==> config.mk <==
export PLATFORM = sky130hd
export DESIGN_NAME = spi_regfile
export DESIGN_NICKNAME = d
export VERILOG_FILES = /design/src/rtl/spi_regfile_pkg.sv /design/src/rtl/spi_sync_edge.sv /design/src/rtl/spi_regfile.sv
export SDC_FILE = /design/constraint.sdc
export NUM_CORES = 1
export LEC_CHECK = 0
export ABC_AREA = 0
export CORE_MARGIN = 4
export CORE_UTILIZATION = 38
export CTS_BUF_LIST = sky130_fd_sc_hd__clkbuf_8 sky130_fd_sc_hd__clkbuf_16
export DETAILED_ROUTE_END_ITERATION = 10
export PLACE_DENSITY = 0.67
export SYNTH_ARGS = -nofsm -noshare
export SYNTH_HDL_FRONTEND = slang
export SYNTH_SLANG_ARGS = --single-unit
==> constraint.sdc <==
create_clock -name clk -period 2.1 [get_ports clk]
set_input_delay 0.42 -clock clk [delete_from_list [all_inputs] [get_ports clk]]
set_output_delay 0.42 -clock clk [all_outputs]
set_load 0.005 [all_outputs]
==> src/rtl/spi_regfile_pkg.sv <==
// Shared types and helpers for the SPI register-file peripheral.
// Contents: FSM state enum, R/W bit encoding, frame-length helper.
package spi_regfile_pkg;

    // Frame-tracking states
    typedef enum logic [2:0] {
        ST_IDLE = 3'd0,
        ST_CMD  = 3'd1,
        ST_DATA = 3'd2,
        ST_DONE = 3'd3,
        ST_ERR  = 3'd4
    } spi_state_t;

    // Value of the first frame bit
    localparam logic RW_WRITE = 1'b1;
    localparam logic RW_READ  = 1'b0;

    // Total SPI clocks in a well-formed frame: R/W + address + data
    function automatic int unsigned frame_len(input int unsigned addr_w,
                                              input int unsigned data_w);
        return 1 + addr_w + data_w;
    endfunction

endpackage

==> src/rtl/spi_sync_edge.sv <==
// Multi-flop synchroniser for one asynchronous input with registered
// rise/fall pulse outputs. Pin-to-pulse latency is SYNC_STAGES+1 clk.
// Ports:
//   clk, rst_n : system clock, async active-low reset
//   i_d        : asynchronous input
//   o_level    : synchronised level
//   o_rise     : one-clk pulse on a synchronised 0->1 transition
//   o_fall     : one-clk pulse on a synchronised 1->0 transition
// RST_VAL sets the idle level the chain resets to, so no false edge
// is seen when reset releases with the pin at its idle level.
module spi_sync_edge #(
    parameter int unsigned SYNC_STAGES = 2,
    parameter logic        RST_VAL     = 1'b0
) (
    input  logic clk,
    input  logic rst_n,
    input  logic i_d,
    output logic o_level,
    output logic o_rise,
    output logic o_fall
);

    logic [SYNC_STAGES-1:0] r_sync;
    logic                   r_prev;
    logic                   r_rise;
    logic                   r_fall;

    // Synchroniser chain plus registered edge detection
    always_ff @(posedge clk or negedge rst_n) begin
        if (!rst_n) begin
            r_sync <= {SYNC_STAGES{RST_VAL}};
            r_prev <= RST_VAL;
            r_rise <= 1'b0;
            r_fall <= 1'b0;
        end else begin
            r_sync <= {r_sync[SYNC_STAGES-2:0], i_d};
            r_prev <= r_sync[SYNC_STAGES-1];
            r_rise <= r_sync[SYNC_STAGES-1] & ~r_prev;
            r_fall <= ~r_sync[SYNC_STAGES-1] & r_prev;
        end
    end

    assign o_level = r_sync[SYNC_STAGES-1];
    assign o_rise  = r_rise;
    assign o_fall  = r_fall;

endmodule

==> src/rtl/spi_regfile.sv <==
// SPI mode-0 peripheral with a NUM_REGS x DATA_W register bank.
// Frame (MSB first): R/W bit (1 = write), ADDR_W address bits, DATA_W data bits.
// Writes commit when ncs rises after an exactly full-length frame to an
// in-range address. Read-back is built only when SPI_REGFILE_RDBACK_EN is
// defined; otherwise cipo and cipo_oe are tied low.
// Ports:
//   clk, rst_n     : system clock, async active-low reset
//   i_ncs          : chip select, active-low, asynchronous
//   i_sclk         : SPI clock, idle low, asynchronous
//   i_copi         : controller-out data, asynchronous
//   o_cipo         : peripheral-out data (0 whenever o_cipo_oe is 0)
//   o_cipo_oe      : cipo output enable, high in the data phase of a read
//   o_regs         : flattened register bank, reg k at [k*DATA_W +: DATA_W]
//   o_wr_strobe    : one-clk pulse when a write commits
//   o_wr_addr      : address of the last committed write
module spi_regfile
    import spi_regfile_pkg::*;
#(
    parameter int unsigned NUM_REGS    = 5,
    parameter int unsigned ADDR_W      = 7,
    parameter int unsigned DATA_W      = 8,
    parameter int unsigned SYNC_STAGES = 2
) (
    input  logic                         clk,
    input  logic                         rst_n,
    input  logic                         i_ncs,
    input  logic                         i_sclk,
    input  logic                         i_copi,
    output logic                         o_cipo,
    output logic                         o_cipo_oe,
    output logic [NUM_REGS*DATA_W-1:0]   o_regs,
    output logic                         o_wr_strobe,
    output logic [ADDR_W-1:0]            o_wr_addr
);

    localparam int unsigned CMD_W     = 1 + ADDR_W;
    localparam int unsigned FRAME_LEN = frame_len(ADDR_W, DATA_W);
    localparam int unsigned CNT_W     = $clog2(FRAME_LEN + 1);

    logic w_ncs_level,  w_ncs_rise,  w_ncs_fall;
    logic w_sclk_level, w_sclk_rise, w_sclk_fall;
    logic w_copi,       w_copi_rise, w_copi_fall;

    spi_sync_edge #(.SYNC_STAGES(SYNC_STAGES), .RST_VAL(1'b1)) u_sync_ncs (
        .clk     (clk),
        .rst_n   (rst_n),
        .i_d     (i_ncs),
        .o_level (w_ncs_level),
        .o_rise  (w_ncs_rise),
        .o_fall  (w_ncs_fall)
    );

    spi_sync_edge #(.SYNC_STAGES(SYNC_STAGES), .RST_VAL(1'b0)) u_sync_sclk (
        .clk     (clk),
        .rst_n   (rst_n),
        .i_d     (i_sclk),
        .o_level (w_sclk_level),
        .o_rise  (w_sclk_rise),
        .o_fall  (w_sclk_fall)
    );

    spi_sync_edge #(.SYNC_STAGES(SYNC_STAGES), .RST_VAL(1'b0)) u_sync_copi (
        .clk     (clk),
        .rst_n   (rst_n),
        .i_d     (i_copi),
        .o_level (w_copi),
        .o_rise  (w_copi_rise),
        .o_fall  (w_copi_fall)
    );

    spi_state_t                 r_state;
    logic [CNT_W-1:0]           r_cnt;
    logic [CMD_W-1:0]           r_cmd;
    logic [DATA_W-1:0]          r_data;
    logic [NUM_REGS*DATA_W-1:0] r_regs;
    logic                       r_wr_strobe;
    logic [ADDR_W-1:0]          r_wr_addr;

    logic [CMD_W-1:0]           w_cmd_next;
    logic                       w_cmd_is_read;
    logic                       w_commit;

    // Command word as it will look after shifting in the current copi bit
    assign w_cmd_next    = {r_cmd[CMD_W-2:0], w_copi};
    assign w_cmd_is_read = (w_cmd_next[CMD_W-1] == RW_READ);

    // Commit only a complete, in-range write frame on ncs release
    assign w_commit = w_ncs_rise && (r_state == ST_DONE) &&
                      (r_cmd[CMD_W-1] == RW_WRITE) &&
                      (32'(r_cmd[ADDR_W-1:0]) < NUM_REGS);

    // Frame FSM, shift registers and register bank; ncs events take priority
    always_ff @(posedge clk or negedge rst_n) begin
        if (!rst_n) begin
            r_state     <= ST_IDLE;
            r_cnt       <= '0;
            r_cmd       <= '0;
            r_data      <= '0;
            r_regs      <= '0;
            r_wr_strobe <= 1'b0;
            r_wr_addr   <= '0;
        end else begin
            r_wr_strobe <= 1'b0;
            if (w_ncs_fall) begin
                // Also covers a glitch mid-frame: restart from a clean count
                r_state <= ST_CMD;
                r_cnt   <= '0;
            end else if (w_ncs_rise) begin
                if (w_commit) begin
                    for (int unsigned k = 0; k < NUM_REGS; k++) begin
                        if (32'(r_cmd[ADDR_W-1:0]) == k) begin
                            r_regs[k*DATA_W +: DATA_W] <= r_data;
                        end
                    end
                    r_wr_strobe <= 1'b1;
                    r_wr_addr   <= r_cmd[ADDR_W-1:0];
                end
                r_state <= ST_IDLE;
                r_cnt   <= '0;
            end else if (w_sclk_rise) begin
                case (r_state)
                    ST_CMD: begin
                        r_cmd <= w_cmd_next;
                        if (r_cnt == CNT_W'(CMD_W - 1)) begin
                            r_state <= ST_DATA;
                            r_cnt   <= '0;
                        end else begin
                            r_cnt <= r_cnt + CNT_W'(1);
                        end
                    end
                    ST_DATA: begin
                        r_data <= {r_data[DATA_W-2:0], w_copi};
                        if (r_cnt == CNT_W'(DATA_W - 1)) begin
                            r_state <= ST_DONE;
                            r_cnt   <= '0;
                        end else begin
                            r_cnt <= r_cnt + CNT_W'(1);
                        end
                    end
                    ST_DONE: r_state <= ST_ERR;
                    default: ;
                endcase
            end
        end
    end

    assign o_regs      = r_regs;
    assign o_wr_strobe = r_wr_strobe;
    assign o_wr_addr   = r_wr_addr;

`ifdef SPI_REGFILE_RDBACK_EN
    logic              r_cipo;
    logic              r_cipo_oe;
    logic [DATA_W-1:0] r_shift;
    logic [DATA_W-1:0] w_rd_word;
    logic              w_addr_done;
    logic              w_unused;

    assign w_addr_done = w_sclk_rise && !w_ncs_fall && !w_ncs_rise &&
                         (r_state == ST_CMD) && (r_cnt == CNT_W'(CMD_W - 1));

    // Register selected by the address being completed; 0 when out of range
    always_comb begin
        w_rd_word = '0;
        for (int unsigned k = 0; k < NUM_REGS; k++) begin
            if (32'(w_cmd_next[ADDR_W-1:0]) == k) begin
                w_rd_word = r_regs[k*DATA_W +: DATA_W];
            end
        end
    end

    // Shift-out: MSB presented at address completion. The sclk fall right
    // after that rise precedes the first data sample, so shifting starts only
    // once at least one data bit has been clocked.
    always_ff @(posedge clk or negedge rst_n) begin
        if (!rst_n) begin
            r_cipo    <= 1'b0;
            r_cipo_oe <= 1'b0;
            r_shift   <= '0;
        end else if (w_ncs_fall || w_ncs_rise ||
                     (w_sclk_rise && (r_state == ST_DONE))) begin
            r_cipo    <= 1'b0;
            r_cipo_oe <= 1'b0;
            r_shift   <= '0;
        end else if (w_addr_done) begin
            if (w_cmd_is_read) begin
                r_cipo_oe <= 1'b1;
                r_cipo    <= w_rd_word[DATA_W-1];
                r_shift   <= {w_rd_word[DATA_W-2:0], 1'b0};
            end
        end else if (w_sclk_fall && r_cipo_oe &&
                     ((r_state == ST_DONE) || (r_cnt != '0))) begin
            r_cipo  <= r_shift[DATA_W-1];
            r_shift <= {r_shift[DATA_W-2:0], 1'b0};
        end
    end

    assign o_cipo    = r_cipo;
    assign o_cipo_oe = r_cipo_oe;
    assign w_unused  = ^{w_ncs_level, w_sclk_level, w_copi_rise, w_copi_fall};
`else
    logic w_unused;

    assign o_cipo    = 1'b0;
    assign o_cipo_oe = 1'b0;
    assign w_unused  = ^{w_ncs_level, w_sclk_level, w_copi_rise, w_copi_fall,
                         w_sclk_fall, w_cmd_is_read};
`endif

endmodule

Yosys cells after proc, flatten, opt, wreduce, memory -nomap -nowiden

Index checks and enable logic that the tools add are counted.

$add $sub $neg: 1
Magnitude comparators: 1
Equality and inequality tests: 10
Multiplexer cells: 14
Bitwise operators: 8
Reduce and logical (&&, ||, !) cells: 18

Operators with widths:

| cell                | number |
|---|---|
| $reduce_and 4->1    | 8 |
| $mux 5              | 5 |
| $mux 3              | 5 |
| $eq 7x2->1 const B  | 2 |
| $pmux 3 s3          | 1 |
| $ne 4x2->1 const B  | 2 |
| $eq 7x1->1 const B  | 1 |
| $eq 7x3->1 const B  | 1 |
| $logic_not 7->1     | 1 |
| $lt 7x3->1 const B  | 1 |
| $eq 3x2->1 const B  | 2 |
| $reduce_bool 3->1   | 2 |
| $add 5x1->5 const B | 1 |
| $eq 5x3->1 const B  | 1 |
| $not 1->1           | 5 |
| $reduce_bool 5->1   | 1 |
| $and 1x1->1         | 3 |
| $eq 3x1->1 const B  | 1 |
| $logic_and 1x1->1   | 3 |
| $mux 1              | 3 |
| $reduce_and 3->1    | 1 |
| $reduce_and 2->1    | 1 |
| $reduce_or 2->1     | 1 |

Flip-flop bits (word level): 83
Bits of input ports: 5
Output and inout port bits: 50
Word-level logic and storage cells: 71

Logic depth before layout (Yosys ltp)

Word-level depth: 7
Gate-level depth with buffers: 5
Mapped depth without buffers: 4

By module

A second synthesis with hierarchy kept.

Cell total of the unflattened synthesis: 232
Area total of the unflattened synthesis: 3440.8 µm²

By module, submodules not included:

| module                           | times used | cells an instance | area each (µm²) |
|---|---|---|---|
| spi_regfile                      | 1          | 211               | 3016.6 |
| spi_sync_edge at u_sync_copi ... | 2          | 7                 | 140.1 |
| spi_sync_edge at u_sync_ncs      | 1          | 7                 | 143.9 |

Worst setup path after synthesis

No wires, ideal clock.

Path type: flip-flop to flip-flop
Start: register r_state[2]
End: register r_regs[0], in the netlist o_regs[0]
Setup time: 0.125 ns
Data arrival time: 1.542 ns
Data required time: 1.975 ns
Path slack: 0.433 ns
Cell stages (with the launch flop): 4
Buffers on the path: 0
Clock period less this slack: 1.667 ns
Path through: dfrtp_1 > nor4_4 > nand4_2 > mux2_2

Word-level cells in the longest chain between the ends: 5

Ends and longest elaborated chain:

| item                              | line               | source |
|---|---|---|
| from (decl)                       | spi_regfile.sv:71  | `spi_state_t r_state;` |
| from (signal assigned)            | spi_regfile.sv:95  | `r_state <= ST_IDLE;` |
| from (signal assigned)            | spi_regfile.sv:106 | `r_state <= ST_CMD;` |
| from (signal assigned)            | spi_regfile.sv:118 | `r_state <= ST_IDLE;` |
| $eq 3x2->1                        | spi_regfile.sv:88  | `assign w_commit = w_ncs_rise && (r_state == ST_DONE) &&` |
| $logic_and 1x1->1 (2 in series)   | spi_regfile.sv:88  |  |
| $logic_and 1x1->1                 | spi_regfile.sv:89  | `(r_cmd[CMD_W-1] == RW_WRITE) &&` |
| $reduce_and 4->1 (no source line) | -                  |  |
| to (signal, indexed assignment)   | spi_regfile.sv:112 | `r_regs[k*DATA_W +: DATA_W] <= r_data;` |
| to (decl)                         | spi_regfile.sv:75  | `logic [NUM_REGS*DATA_W-1:0] r_regs;` |

Every way passes these cells.
A chain may end at the register's enable or synchronous reset.

Worst setup path in the final report

Start: register r_state[2]
End: register r_cmd[0]

Word-level cells in the longest chain between the ends: 2

Ends and longest elaborated chain:

| item                              | line               | source |
|---|---|---|
| $eq 3x1->1                        | spi_regfile.sv:121 | `case (r_state)` |
| $reduce_and 4->1 (no source line) | -                  |  |
| to (signal assigned)              | spi_regfile.sv:123 | `r_cmd <= w_cmd_next;` |
| to (decl)                         | spi_regfile.sv:73  | `logic [CMD_W-1:0] r_cmd;` |

Every way passes these cells.

==> reports/summary.txt <==
final critical-path required period: 1761 ps
I/O pin total: 55
CTS Root Cell: clkbuf_8
Initial DRC Count: 60
reg-to-reg setup timing slack: 340 ps
Mapped Area: 3261 µm²
CTS tree: yes
chip height: 100.6 µm
largest area contributor in the netlist: dfrtp_1
CORE AREA: 8299 µm²
Storage cell area: 2081 µm²
post-synth top area share: 0.6140
worst hold slack: 349.4 ps
vias per cell: 4.974
vias in the first global route: 2008
number of flops mapped to enable cells by yosys: 0
yosys warns: 0
worst-path maximum fanout: 8
Initial Util: 0.3929
Inserted Diodes: 0
first-pass GRT wire length: 10720 µm
final setup margin: 339.3 ps
RSZ-0062 raised after global routing: false
Main synth FF type: dfrtp_1
Die W: 100.6 µm
most frequent cells in the layout: dfrtp_1 (80), mux2_2 (58), clkdlybuf4s50_1 (51), buf_4 (11), clkbuf_8 (10)
FFs w/ async S/R, synth: 1.000
GRT Util Overall: 0.1374
final setup vio count: 0
Synth Instances: 218
area of the die: 10130 µm²
Critical R2R Capture: r_cmd[0]
crit start category: flip-flop
Logic pwr share: 0.083
DP Cell Count: 376
average cell area after synthesis: 14.96 µm²
DRC: 0
maximum capacitance violations: 0
Crit. End Element: flip-flop
r2r worst-path depth: 3
Final Util: 0.4999
kind of critical path: reg2reg
clock power share: 0.348
Hold Buf Count CTS: 1
initial antenna violation count: 0
Setup WS pre-CTS: 373.2 ps
Slew HR: 0.5602
Power Internal: 0.002348 W
wire per inst: 16.29 µm
Reg power frac: 0.569
CTS sink count: 83
Max rail drop VDD: 0.4213 mV
Clk pin slew, worst setup/hold paths: 70 ps
most common cell after layout, fill and taps aside: dfrtp_1
CP Data Required Time: 2320 ps
site row count: 33
filler cell count: 720
Max Slew Vio Count: 0
H-tree depth: 3
synth top area cells: dfrtp_1 (61%), mux2_2 (20%), dfstp_2 (2.4%)
fmax: 0.5680 GHz
drt total wl: 6370 µm
Synth cell types: 40
area delta synth->final: 27.24%
Antenna Nets Post-Route: 0
Switch Pwr: 0.0007470 W
via count: 1945
GPL Wtd Cong: 0.7389
crit path DAT: 1990 ps
Fin Setup TNS: 0 ps
Hold Path Depth: 0
Slew @ Worst Pin: 655.0 ps
clock latency at the later pin of the worst-skew pair: 340 ps
Setup crit start: r_state[2]
postcts setup bufs: 0
status: complete, no violations
FF+latch count, synth: 83
largest net degree at the start of global routing: 39
multi-input logic area: 1121 µm²
CTS max path bufs: 2
Net Sw Frac: 0.2414
Hold Path Class: reg2reg
Detail Placement HPWL: 4451 µm
Worst Skew: 6.473 ps
non-filler instance count after layout: 391
post-cts repair resize count: 0
end point of the critical path: r_cmd[0]
R2R Path Start: r_state[2]
layout cell share with drive strength beyond 1: 0.3252
I/O Buffers: 52
clock buffer count from CTS: 9
grt ovf: 0
pwr dens: 745.9 nW/µm²
Seq/Total Area, Yosys: 0.6381
Final Hold Violating Endpoints: 0
leakage: 1.978 nW
fin nets: 289
Tcrit/Tclk final: 0.8384
DRT Pass-1 Iters: 4
cells by family after synthesis:
kind of cell | count (synthesis) | synth area share
flops | 83 | 0.6381
mux | 59 | 0.2034
simple gates | 43 | 0.09901
compound gates | 16 | 0.03262
buf+inv | 14 | 0.01918
fa+ha+maj | 1 | 0.003837
other cells | 1 | 0.001150
xor+xnor | 1 | 0.002687
flip-flops by register name (all words and copies together) (netlist names):
register and flops:
o_regs 40, o_wr_addr 7, o_wr_strobe 1, r_cmd 8
r_cnt 5, r_data 8, r_state 3, u_sync_copi.r_sync 2
u_sync_ncs.o_fall 1, u_sync_ncs.o_rise 1, u_sync_ncs.r_prev 1, u_sync_ncs.r_sync 2
u_sync_sclk.o_rise 1, u_sync_sclk.r_prev 1, u_sync_sclk.r_sync 2
power by group through the flow:
| stage | clock (W) | combinational [W] | sequential, W |
|---|---|---|---|
| 2_1_floorplan | 0 | 0.000224 | 0.00173 |
| 3_3_place_gp | 0 | 0.000247 | 0.00179 |
| 3_5_place_dp | 0 | 0.000257 | 0.00179 |
| 4_1_cts | 0.00112 | 0.000259 | 0.00176 |
| 5_1_grt | 0.00118 | 0.000285 | 0.00178 |
| 6_report | 0.00108 | 0.000257 | 0.00176 |
stage by stage:
step	area, µm²	total power (W)
5_1_grt	4149	0.003247
3_5_place_dp	3958	0.002049
3_3_place_gp	3958	0.002038
4_1_cts	4149	0.003140
2_1_floorplan	3264	0.001950
6_report	4149	0.003095
worst min-delay path by stage:
stage / slack (ps) / to / from
final: 350 / u_sync_sclk.r_sync[1] / u_sync_sclk.r_sync[0]
after global routing: 350 / u_sync_sclk.r_sync[1] / u_sync_sclk.r_sync[0]
after CTS: 350 / u_sync_sclk.r_sync[1] / u_sync_sclk.r_sync[0]
after detailed placement: 340 / u_sync_sclk.r_sync[1] / u_sync_sclk.r_sync[0]
after global placement: 340 / u_sync_sclk.r_sync[0] / rst_n
after floorplan: 120 / o_regs[0] / rst_n
layout make-up:
cell class,count,area share
multi-input cells,122,0.2702
flip-flops and latches,83,0.5015
clock buffers,10,0.03317
well taps,105,0.03166
inverters,3,0.002714
clock inverters,4,0.01055
repair buffers,64,0.1502
cells in the mapped netlist, types with 2 or more instances:
| cell | n |
|---|---|
| dfrtp_1 | 80 |
| mux2_2 | 58 |
| and2_1 | 5 |
| clkbuf_1 | 5 |
| nand4_2 | 5 |
| nor2b_1 | 5 |
| a21oi_1 | 4 |
| nor3b_1 | 4 |
| dfstp_2 | 3 |
| inv_1 | 3 |
| nand3_1 | 3 |
| nor2_1 | 3 |
| o21a_1 | 3 |
| o21ai_0 | 3 |
| or4_1 | 3 |
| buf_1 | 2 |
| buf_4 | 2 |
| nand4b_1 | 2 |
| nor3_1 | 2 |
| nor4bb_1 | 2 |
| o31ai_1 | 2 |
layer usage:
layer  up-vias  routed length (µm)  global-route usage
li1        911                   -                   -
met1       981                3029              0.1924
met2        47                2909              0.2015
met3         6                 388             0.05882
met4         0                  43             0.02487
met5         -                   0                   0
critical path, stage by stage, from the launching register on:
cell      delay, ps
dfrtp_1         430
nor2b_1         300
nand4b_1        480
mux2_2          440
No activity file was read; power rests on OpenSTA's default activity.
